<file path="config.mk">
export PLATFORM = sky130hd
export DESIGN_NAME = vga_timing_gen
export DESIGN_NICKNAME = d
export VERILOG_FILES = /design/src/rtl/vga_timing_gen.sv
export SDC_FILE = /design/constraint.sdc
export NUM_CORES = 1
export LEC_CHECK = 0
export CORE_UTILIZATION = 51
export CTS_CLUSTER_DIAMETER = 40
export CTS_CLUSTER_SIZE = 16
export DETAILED_ROUTE_END_ITERATION = 6
export PLACE_DENSITY_LB_ADDON = 0.05
export SETUP_SLACK_MARGIN = 0.5
export SLEW_MARGIN = 5
export SYNTH_ARGS = -nofsm -noshare
export SYNTH_HDL_FRONTEND = slang
export SYNTH_SLANG_ARGS = --single-unit
</file>
<file path="constraint.sdc">
create_clock -name CLK -period 4.24 [get_ports CLK]
set_input_delay 1.06 -clock CLK [delete_from_list [all_inputs] [get_ports CLK]]
set_output_delay 1.06 -clock CLK [all_outputs]
set_load 0.005 [all_outputs]
</file>
<file path="src/rtl/vga_timing_gen.sv">
// vga_timing_gen: configurable VGA raster timing generator.
// Divides CLK into a one-cycle pixel strobe and runs the horizontal and
// vertical raster counters, producing sync, blanking and line/frame strobes.
//
// Ports:
//   CLK        in   system clock
//   RESET_N    in   synchronous active-low reset (priority over en)
//   en         in   run enable, 0 freezes all timing state
//   p_tick     out  one-cycle pixel strobe
//   pixel_x    out  horizontal counter 0..H_TOTAL-1
//   pixel_y    out  vertical counter 0..V_TOTAL-1
//   hsync      out  horizontal sync, active level HS_POL
//   vsync      out  vertical sync, active level VS_POL
//   video_on   out  inside the active area
//   line_end   out  last pixel strobe of a line
//   frame_end  out  last pixel strobe of a frame
//   frame_cnt  out  frame counter
//
// Build option: define VGA_FRAME_CNT_EN to build the frame counter;
// without it frame_cnt is tied to zero.
//
// All outputs are registered. The sync/blank decodes are taken from the
// next-state coordinates so they line up with pixel_x/pixel_y.

module vga_timing_gen #(
    parameter int unsigned CNT_W   = 11,
    parameter int unsigned DIV     = 4,
    parameter int unsigned H_ACT   = 640,
    parameter int unsigned H_FP    = 16,
    parameter int unsigned H_SYNC  = 96,
    parameter int unsigned H_BP    = 48,
    parameter int unsigned V_ACT   = 480,
    parameter int unsigned V_FP    = 10,
    parameter int unsigned V_SYNC  = 2,
    parameter int unsigned V_BP    = 33,
    parameter bit          HS_POL  = 1'b0,
    parameter bit          VS_POL  = 1'b0,
    parameter int unsigned FRAME_W = 8
) (
    input  logic               CLK,
    input  logic               RESET_N,
    input  logic               en,
    output logic               p_tick,
    output logic [CNT_W-1:0]   pixel_x,
    output logic [CNT_W-1:0]   pixel_y,
    output logic               hsync,
    output logic               vsync,
    output logic               video_on,
    output logic               line_end,
    output logic               frame_end,
    output logic [FRAME_W-1:0] frame_cnt
);

    localparam int unsigned H_TOTAL = H_ACT + H_FP + H_SYNC + H_BP;
    localparam int unsigned V_TOTAL = V_ACT + V_FP + V_SYNC + V_BP;
    localparam int unsigned DIV_W   = (DIV > 1) ? $clog2(DIV) : 1;

    localparam logic [DIV_W-1:0] DIV_M1 = DIV_W'(DIV - 1);

    localparam logic [CNT_W-1:0] H_M1     = CNT_W'(H_TOTAL - 1);
    localparam logic [CNT_W-1:0] V_M1     = CNT_W'(V_TOTAL - 1);
    localparam logic [CNT_W-1:0] H_ACT_C  = CNT_W'(H_ACT);
    localparam logic [CNT_W-1:0] V_ACT_C  = CNT_W'(V_ACT);
    localparam logic [CNT_W-1:0] HS_START = CNT_W'(H_ACT + H_FP);
    localparam logic [CNT_W-1:0] HS_END   = CNT_W'(H_ACT + H_FP + H_SYNC - 1);
    localparam logic [CNT_W-1:0] VS_START = CNT_W'(V_ACT + V_FP);
    localparam logic [CNT_W-1:0] VS_END   = CNT_W'(V_ACT + V_FP + V_SYNC - 1);

    logic [DIV_W-1:0] div_q, div_d;
    logic             tick_q, tick_d;
    logic [CNT_W-1:0] x_q, x_d;
    logic [CNT_W-1:0] y_q, y_d;
    logic             hs_q, hs_d;
    logic             vs_q, vs_d;
    logic             von_q, von_d;
    logic             le_q, le_d;
    logic             fe_q, fe_d;
    logic             adv;

    // Divider. The counters advance on the edge that closes a visible
    // p_tick cycle. If en dropped while a tick was due, the divider parks
    // at DIV-1 and re-issues that tick on resume, so no pixel is lost.
    always_comb begin
        div_d = div_q;
        adv   = 1'b0;
        if (en) begin
            if (div_q == DIV_M1) begin
                if (tick_q) begin
                    div_d = '0;
                    adv   = 1'b1;
                end
            end else begin
                div_d = div_q + DIV_W'(1);
            end
        end
    end

    assign tick_d = en && (div_d == DIV_M1);

    // Raster counters.
    always_comb begin
        x_d = x_q;
        y_d = y_q;
        if (adv) begin
            if (x_q == H_M1) begin
                x_d = '0;
                if (y_q == V_M1) begin
                    y_d = '0;
                end else begin
                    y_d = y_q + CNT_W'(1);
                end
            end else begin
                x_d = x_q + CNT_W'(1);
            end
        end
    end

    // Decodes of the next coordinates, registered alongside them.
    always_comb begin
        hs_d  = ~HS_POL;
        vs_d  = ~VS_POL;
        if ((x_d >= HS_START) && (x_d <= HS_END)) begin
            hs_d = HS_POL;
        end
        if ((y_d >= VS_START) && (y_d <= VS_END)) begin
            vs_d = VS_POL;
        end
        von_d = (x_d < H_ACT_C) && (y_d < V_ACT_C);
        le_d  = tick_d && (x_d == H_M1);
        fe_d  = le_d && (y_d == V_M1);
    end

    always_ff @(posedge CLK) begin
        if (!RESET_N) begin
            div_q  <= '0;
            tick_q <= 1'b0;
            x_q    <= '0;
            y_q    <= '0;
            hs_q   <= ~HS_POL;
            vs_q   <= ~VS_POL;
            von_q  <= 1'b1;
            le_q   <= 1'b0;
            fe_q   <= 1'b0;
        end else begin
            div_q  <= div_d;
            tick_q <= tick_d;
            x_q    <= x_d;
            y_q    <= y_d;
            hs_q   <= hs_d;
            vs_q   <= vs_d;
            von_q  <= von_d;
            le_q   <= le_d;
            fe_q   <= fe_d;
        end
    end

`ifdef VGA_FRAME_CNT_EN
    logic [FRAME_W-1:0] fc_q, fc_d;
    logic               frame_wrap;

    // Steps on the same edge as the wrap to (0,0).
    assign frame_wrap = adv && (x_q == H_M1) && (y_q == V_M1);

    always_comb begin
        fc_d = fc_q;
        if (frame_wrap) begin
            fc_d = fc_q + FRAME_W'(1);
        end
    end

    always_ff @(posedge CLK) begin
        if (!RESET_N) begin
            fc_q <= '0;
        end else begin
            fc_q <= fc_d;
        end
    end

    assign frame_cnt = fc_q;
`else
    assign frame_cnt = '0;
`endif

    assign p_tick    = tick_q;
    assign pixel_x   = x_q;
    assign pixel_y   = y_q;
    assign hsync     = hs_q;
    assign vsync     = vs_q;
    assign video_on  = von_q;
    assign line_end  = le_q;
    assign frame_end = fe_q;

endmodule

</file>
==> flow_metrics.py, run 1 <==
metrics = {
    "status": {
        "status": "complete, no violations",
    },
    "synthesis": {
        "post_synth_fa_ha_maj_area_fraction_pct": 2.68,
        "yosys.area_share.simple_pct": 35.4,
        "synth-edff-count": 0,
        "synth_area_leaders": "dfxtp_1 (32%), xnor2_1 (4.7%), nor2b_1 (3.7%)",
        "synth_compound_area_share_pct": 14.1,
        "synth-seq-cells": 30,
        "synthMuxAreaShare_pct": 1.07,
        "synth_top_area_share_pct": 32.1,
        "synth-xor-area-share_pct": 6.09,
        "yosys_warnings": 0,
        "synth_top_family_by_area": "simple AND/OR/NAND/NOR gates",
        "syn_avg_cell_area_um2": 8.57,
        "synth_top_flop_cell": "dfxtp_1",
        "netlist_instances": 218,
        "synth_cell_types": 60,
        "syn_area_um2": 1870,
        "synth_top_cell_by_area": "dfxtp_1",
        "async_flop_share_pct": 0,
        "ys_seq_area_share_pct": 32.1,
    },
    "route": {
        "drc": 0,
        "wl_per_cell_um": 14.3,
        "viasPerCell": 5.82,
        "drt_iter0_drc": 98,
        "postRouteAntennaNets": 0,
        "drt_first_pass_iters": 6,
        "num_vias": 1694,
        "wl_um": 4170,
    },
    "place": {
        "dpl.cell_count": 284,
        "io_buffers": 30,
        "hpwl_um": 2980,
        "place_ws_ns": 0.795,
        "gp_routability_congestion": 0.969,
    },
    "global_routing": {
        "grt_use_total_pct": 22.9,
        "antenna_found_initial": 0,
        "grt_first_pass_wirelength_um": 7050,
        "first_global_vias": 1469,
        "overflow": 0,
        "grt_max_degree": 24,
    },
    "worst_setup_path": {
        "cp.arrival_ns": 3.37,
        "cp_slowest_stage_delay_ns": 0.59,
        "cp_cell_sequence": "clkdlybuf4s50_1 > and4_1 > nand4_2 > or3_1 > mux2i_1 > and3_1 > and4b_1",
        "path_max_fanout": 15,
        "cp_top_family": "simple AND/OR/NAND/NOR gates",
        "end_kind": "register",
        "critPathRequiredTime_ns": 4.47,
        "slowest_stage": "clkdlybuf4s50_1",
        "critPathBufInv": 1,
        "worstSetupPathType": "in2reg",
        "critical_path.startpoint_type": "input pin",
    },
    "sta": {
        "fin_crit_sh_pct": 74.1,
        "fmax_ghz": 0.318,
        "slew_headroom_pct": 50.9,
        "setup_tns_ns": 0,
        "drv_slew": 0,
        "fin_crit_ns": 3.14,
        "skew_ns": 0.00480,
        "timing.final.ws_setup_ns": 1.10,
        "hold_viol_final": 0,
        "rsz0062_at_grt": "false",
        "finalSetupViolCount": 0,
        "worstMarginPinSlew_ns": 0.733,
    },
    "die": {
        "core_region_area_um2": 3420,
        "io_pins": 39,
        "die_area_um2": 3910,
        "die_x_um": 62.5,
        "start_util_pct": 54.7,
        "die_h_um": 62.5,
        "placementRows": 21,
    },
    "cells_and_area": {
        "fin_nets": 252,
        "final_cell_mix": "dfxtp_1 (30), clkdlybuf4s50_1 (30), nand2_1 (14), nor2_1 (13), nand3_1 (12)",
        "final_util_pct": 63.3,
        "layout-drive-gt1-share_pct": 8.16,
        "n_antenna_cell": 0,
        "area_delta_synth_final_pct": 15.6,
        "finalNonFillerCells": 291,
        "fillers": 300,
    },
    "clock_network": {
        "cts_buffers": 5,
        "cts_tree": "yes",
        "cts_htree_levels": 2,
        "cts-root-buf": "clkbuf_4",
        "cts_hold_buf": 0,
        "post_cts_buffers": 0,
        "clockBufferDepth": 2,
        "cts.clk_slew.worst_paths_ns": 0.09,
        "numClockSinks": 30,
        "clk_latency_ns": 0.33,
        "ctsResizeCount": 0,
    },
    "power_and_ir_drop": {
        "leakagePower_uw": 0.000783,
        "power_density_nw_per_um2": 216,
        "power_uw": 466,
        "peakVddDrop_v": 0.000131,
    },
    "worst_hold_path": {
        "min_path_type": "reg2reg",
    },
    "flow_run": {
        "cap_violations": 0,
    },
}
-- worst paths after layout --
kind / startpoint / endpoint / slack, ns / depth (start not counted)
setup / recovery: en / frame_end$_SDFF_PN0_ / 1.10 / 7
hold / removal: div_q[1]$_SDFF_PN0_ / p_tick$_SDFF_PN0_ / 0.55 / 2
setup reg to reg: div_q[0]$_SDFF_PN0_ / frame_end$_SDFF_PN0_ / 1.70 / 7
hold reg to reg: div_q[1]$_SDFF_PN0_ / p_tick$_SDFF_PN0_ / 0.55 / 2
-- cell families after synthesis --
| logic type | Yosys count |
|---|---|
| compound gates | 40 |
| xor+xnor | 13 |
| fa+ha+maj | 4 |
| buf+inv | 21 |
| flops | 30 |
| mux | 2 |
| other cells | 1 |
| simple gates | 107 |
-- routing by layer --
metal / track usage (%) / vias to the layer above / share of wire, %
met1: 32.4 / 792 / 49
met5: 0 / - / 0
met3: 6.57 / 4 / 6.3
li1: - / 830 / -
met4: 4.36 / 0 / 0.55
met2: 34.6 / 68 / 44
-- tightest hold or removal path: stages, from the launching register on --
cell and delay (ns):
dfxtp_1 0.34, nand4b_1 0.10, a21oi_1 0.08
-- cell usage after synthesis (2+ instances only) --
master	count
and4_1	3
a21oi_1	9
buf_4	8
xor2_1	3
a21boi_0	3
buf_6	2
nor4_1	2
nand2b_1	2
o41ai_1	2
mux2i_1	2
xnor2_1	10
inv_1	4
o21ai_1	4
nor2b_1	11
nor2_1	13
nand3_1	12
clkbuf_1	4
buf_2	2
o21ai_0	7
nor3_1	6
ha_1	4
nand4_1	4
and3_1	6
and2b_2	2
a31oi_1	3
nand3b_1	2
nand4b_1	2
nand2_1	14
and4b_1	3
dfxtp_1	30
or3_1	5
and2_1	6
-- area by class of cell --
cell class	count	area [um^2]	share of cell area (%)
flip-flops and latches	30	601	27.8
inverters	4	15.0	0.695
repair buffers	30	300	13.9
well taps	46	57.6	2.66
clock buffers	5	37.5	1.74
clock inverters	2	10.0	0.463
multi-input cells	174	1140	52.8
-- where the power goes --
group / switching, uW / leakage, uW / internal (uW)
combinational: 11.9 / 0.000510 / 10.2
sequential: 3.73 / 0.000242 / 284
clock: 96.2 / 0.0000308 / 59.4
total: 112 / 0.000783 / 354
-- metrics by stage --
step | hold WS (ns) | area [um^2]
3_5_place_dp | 0.535 | 2110
2_1_floorplan | 0.498 | 1900
4_1_cts | 0.551 | 2160
5_1_grt | 0.605 | 2160
3_3_place_gp | 0.515 | 2110
6_report | 0.555 | 2160
Power figures use the tool's default switching activity.
==> run 2, diff against run 1 <==
Settings changed: CORE_UTILIZATION 51 to 46.
Clock period 4.24 ns to 2.81 ns, I/O delays scaled along.
==> flow_metrics.py, run 2 (synthesis results as in run 1) <==
metrics = {
    "status": {
        "status": "complete, no violations",
    },
    "power_and_ir_drop": {
        "peakVddDrop_v": 0.000356,
        "leakagePower_uw": 0.000913,
        "power_density_nw_per_um2": 350,
    },
    "sta": {
        "fmax_ghz": 0.455,
        "fin_crit_sh_pct": 78.2,
        "hold_viol_final": 0,
        "skew_ns": 0.00497,
        "drv_slew": 0,
        "finalSetupViolCount": 0,
        "rsz0062_at_grt": "false",
        "fin_crit_ns": 2.20,
        "setup_tns_ns": 0,
    },
    "cells_and_area": {
        "multi_input_area_um2": 1190,
        "fillers": 322,
        "seq_area_um2": 606,
        "fin_nets": 272,
        "final_util_pct": 64.1,
        "area_delta_synth_final_pct": 29.4,
        "final_cell_mix": "clkdlybuf4s50_1 (29), dfxtp_1 (28), buf_4 (18), nand2_1 (14), nor2_1 (13)",
        "n_antenna_cell": 0,
        "layout_commonest_cell": "clkdlybuf4s50_1",
        "layout-drive-gt1-share_pct": 18.8,
    },
    "route": {
        "highest_layer": "met4",
        "wl_met3_um": 182,
        "drt-met1-wl_um": 2010,
        "viasPerCell": 5.61,
        "drt_first_pass_iters": 4,
        "wl_um": 4650,
        "wl_per_cell_um": 14.8,
        "postRouteAntennaNets": 0,
        "drt_iter0_drc": 126,
        "num_vias": 1762,
        "drc": 0,
        "wl_met2_um": 2360,
    },
    "die": {
        "die_h_um": 65.7,
        "start_util_pct": 49.6,
        "core_region_area_um2": 3770,
        "die_x_um": 65.7,
        "die_area_um2": 4320,
        "io_pins": 39,
        "placementRows": 22,
    },
    "clock_network": {
        "cts.clk_slew.worst_paths_ns": 0.07,
        "clk_latency_ns": 0.29,
        "cts_htree_levels": 2,
        "cts-root-buf": "clkbuf_8",
        "cts_buffers": 5,
        "clockBufferDepth": 2,
        "cts_hold_buf": 0,
        "numClockSinks": 30,
        "cts_tree": "yes",
    },
    "worst_hold_path": {
        "holdPathEnd": "pixel_x[3]$_SDFF_PN0_",
        "hp-start": "pixel_x[3]$_SDFF_PN0_",
        "min_path_type": "reg2reg",
        "whs_path_depth": 2,
    },
    "worst_setup_path": {
        "reg2reg_to": "frame_end$_SDFF_PN0_",
        "cp_top_family": "simple AND/OR/NAND/NOR gates",
        "reg2regPathDepth": 9,
        "critPathRequiredTime_ns": 2.99,
        "r2r-start": "pixel_x[1]$_SDFF_PN0_",
        "end_kind": "register",
        "cp_slowest_stage_delay_ns": 0.42,
        "worstSetupPathType": "reg2reg",
        "crit_path_frequent_cell": "buf_4",
        "critical_path.startpoint_type": "register",
        "cp_num_cells": 9,
        "cp.arrival_ns": 2.38,
        "cp_cell_sequence": "ha_2 > and3_1 > nand4_2 > buf_4 > nand3b_1 > o41ai_2 > buf_4 > o21ai_1 > and4b_1",
        "path_max_fanout": 7,
        "slowest_stage": "dfxtp_1",
        "critPathBufInv": 2,
        "reg2reg_slack_ns": 0.61,
    },
    "global_routing": {
        "overflow": 0,
        "grt_first_pass_wirelength_um": 7850,
        "antenna_found_initial": 0,
        "grt_use_total_pct": 23.8,
        "first_global_vias": 1747,
        "grt_max_degree": 23,
    },
    "place": {
        "gp_routability_congestion": 0.917,
        "hpwl_um": 3340,
        "io_buffers": 30,
    },
    "flow_run": {
        "cap_violations": 0,
    },
}
[run 2: final cells by class]
type / instances / share of cell area [%]
Clock buffer: 7 / 3.57
Clock inverter: 1 / 0.207
Inverter: 4 / 0.621
Multi-Input combinational cell: 174 / 49.2
Sequential cell: 30 / 25.0
Tap cell: 48 / 2.48
Timing Repair Buffer: 50 / 18.9
[run 2: repair_timing]
item,CTS,global route
gates resized for setup,10,5
gates cloned,0,0
endpoints found under the setup margin,4,3
buffers inserted,4,0
pin swaps,4,1
[run 2: report_power, final]
part | leakage, uW | switching, uW | total [uW] | internal (uW)
logic | 0.000621 | 19.8 | 41.4 | 21.6
clock network | 0.0000482 | 173 | 370 | 197
registers | 0.000244 | 6.20 | 435 | 428
total | 0.000913 | 199 | 846 | 647
[run 2: worst register-to-register path, cell delays in order, from the launching register on]
cell      delay [ns]
dfxtp_1         0.42
ha_2            0.27
and3_1          0.22
nand4_2         0.20
buf_4           0.22
nand3b_1        0.10
o41ai_2         0.09
buf_4           0.15
o21ai_1         0.21
and4b_1         0.23
[run 2: metrics by stage]
step	area (um^2)	hold WS (ns)	power [uW]	setup slack [ns]	cells
floorplan	1900	0.498	472	0.717	225
global placement	2240	0.524	481	0.108	302
detailed placement	2240	0.539	483	0.0551	302
CTS	2390	0.545	844	0.507	314
global route	2420	0.594	876	0.513	314
finish	2420	0.566	846	0.613	314
[run 2: worst max path at each step]
stage | endpoint | slack, ns | startpoint
6_report | frame_end$_SDFF_PN0_ | 0.61 | pixel_x[1]$_SDFF_PN0_
5_1_grt | frame_end$_SDFF_PN0_ | 0.51 | div_q[0]$_SDFF_PN0_
4_1_cts | frame_end$_SDFF_PN0_ | 0.51 | pixel_y[0]$_SDFF_PN0_
3_5_place_dp | hsync$_SDFF_PN1_ | 0.06 | en
3_3_place_gp | frame_end$_SDFF_PN0_ | 0.11 | en
2_1_floorplan | frame_end$_SDFF_PN0_ | 0.72 | en
[run 2: routing by layer]
| layer | vias to the layer above | global-route usage [%] |
|---|---|---|
| met5 | - | 0 |
| met4 | 0 | 9.78 |
| met3 | 14 | 6.42 |
| met2 | 56 | 41.3 |
| met1 | 821 | 27.1 |
| li1 | 871 | - |
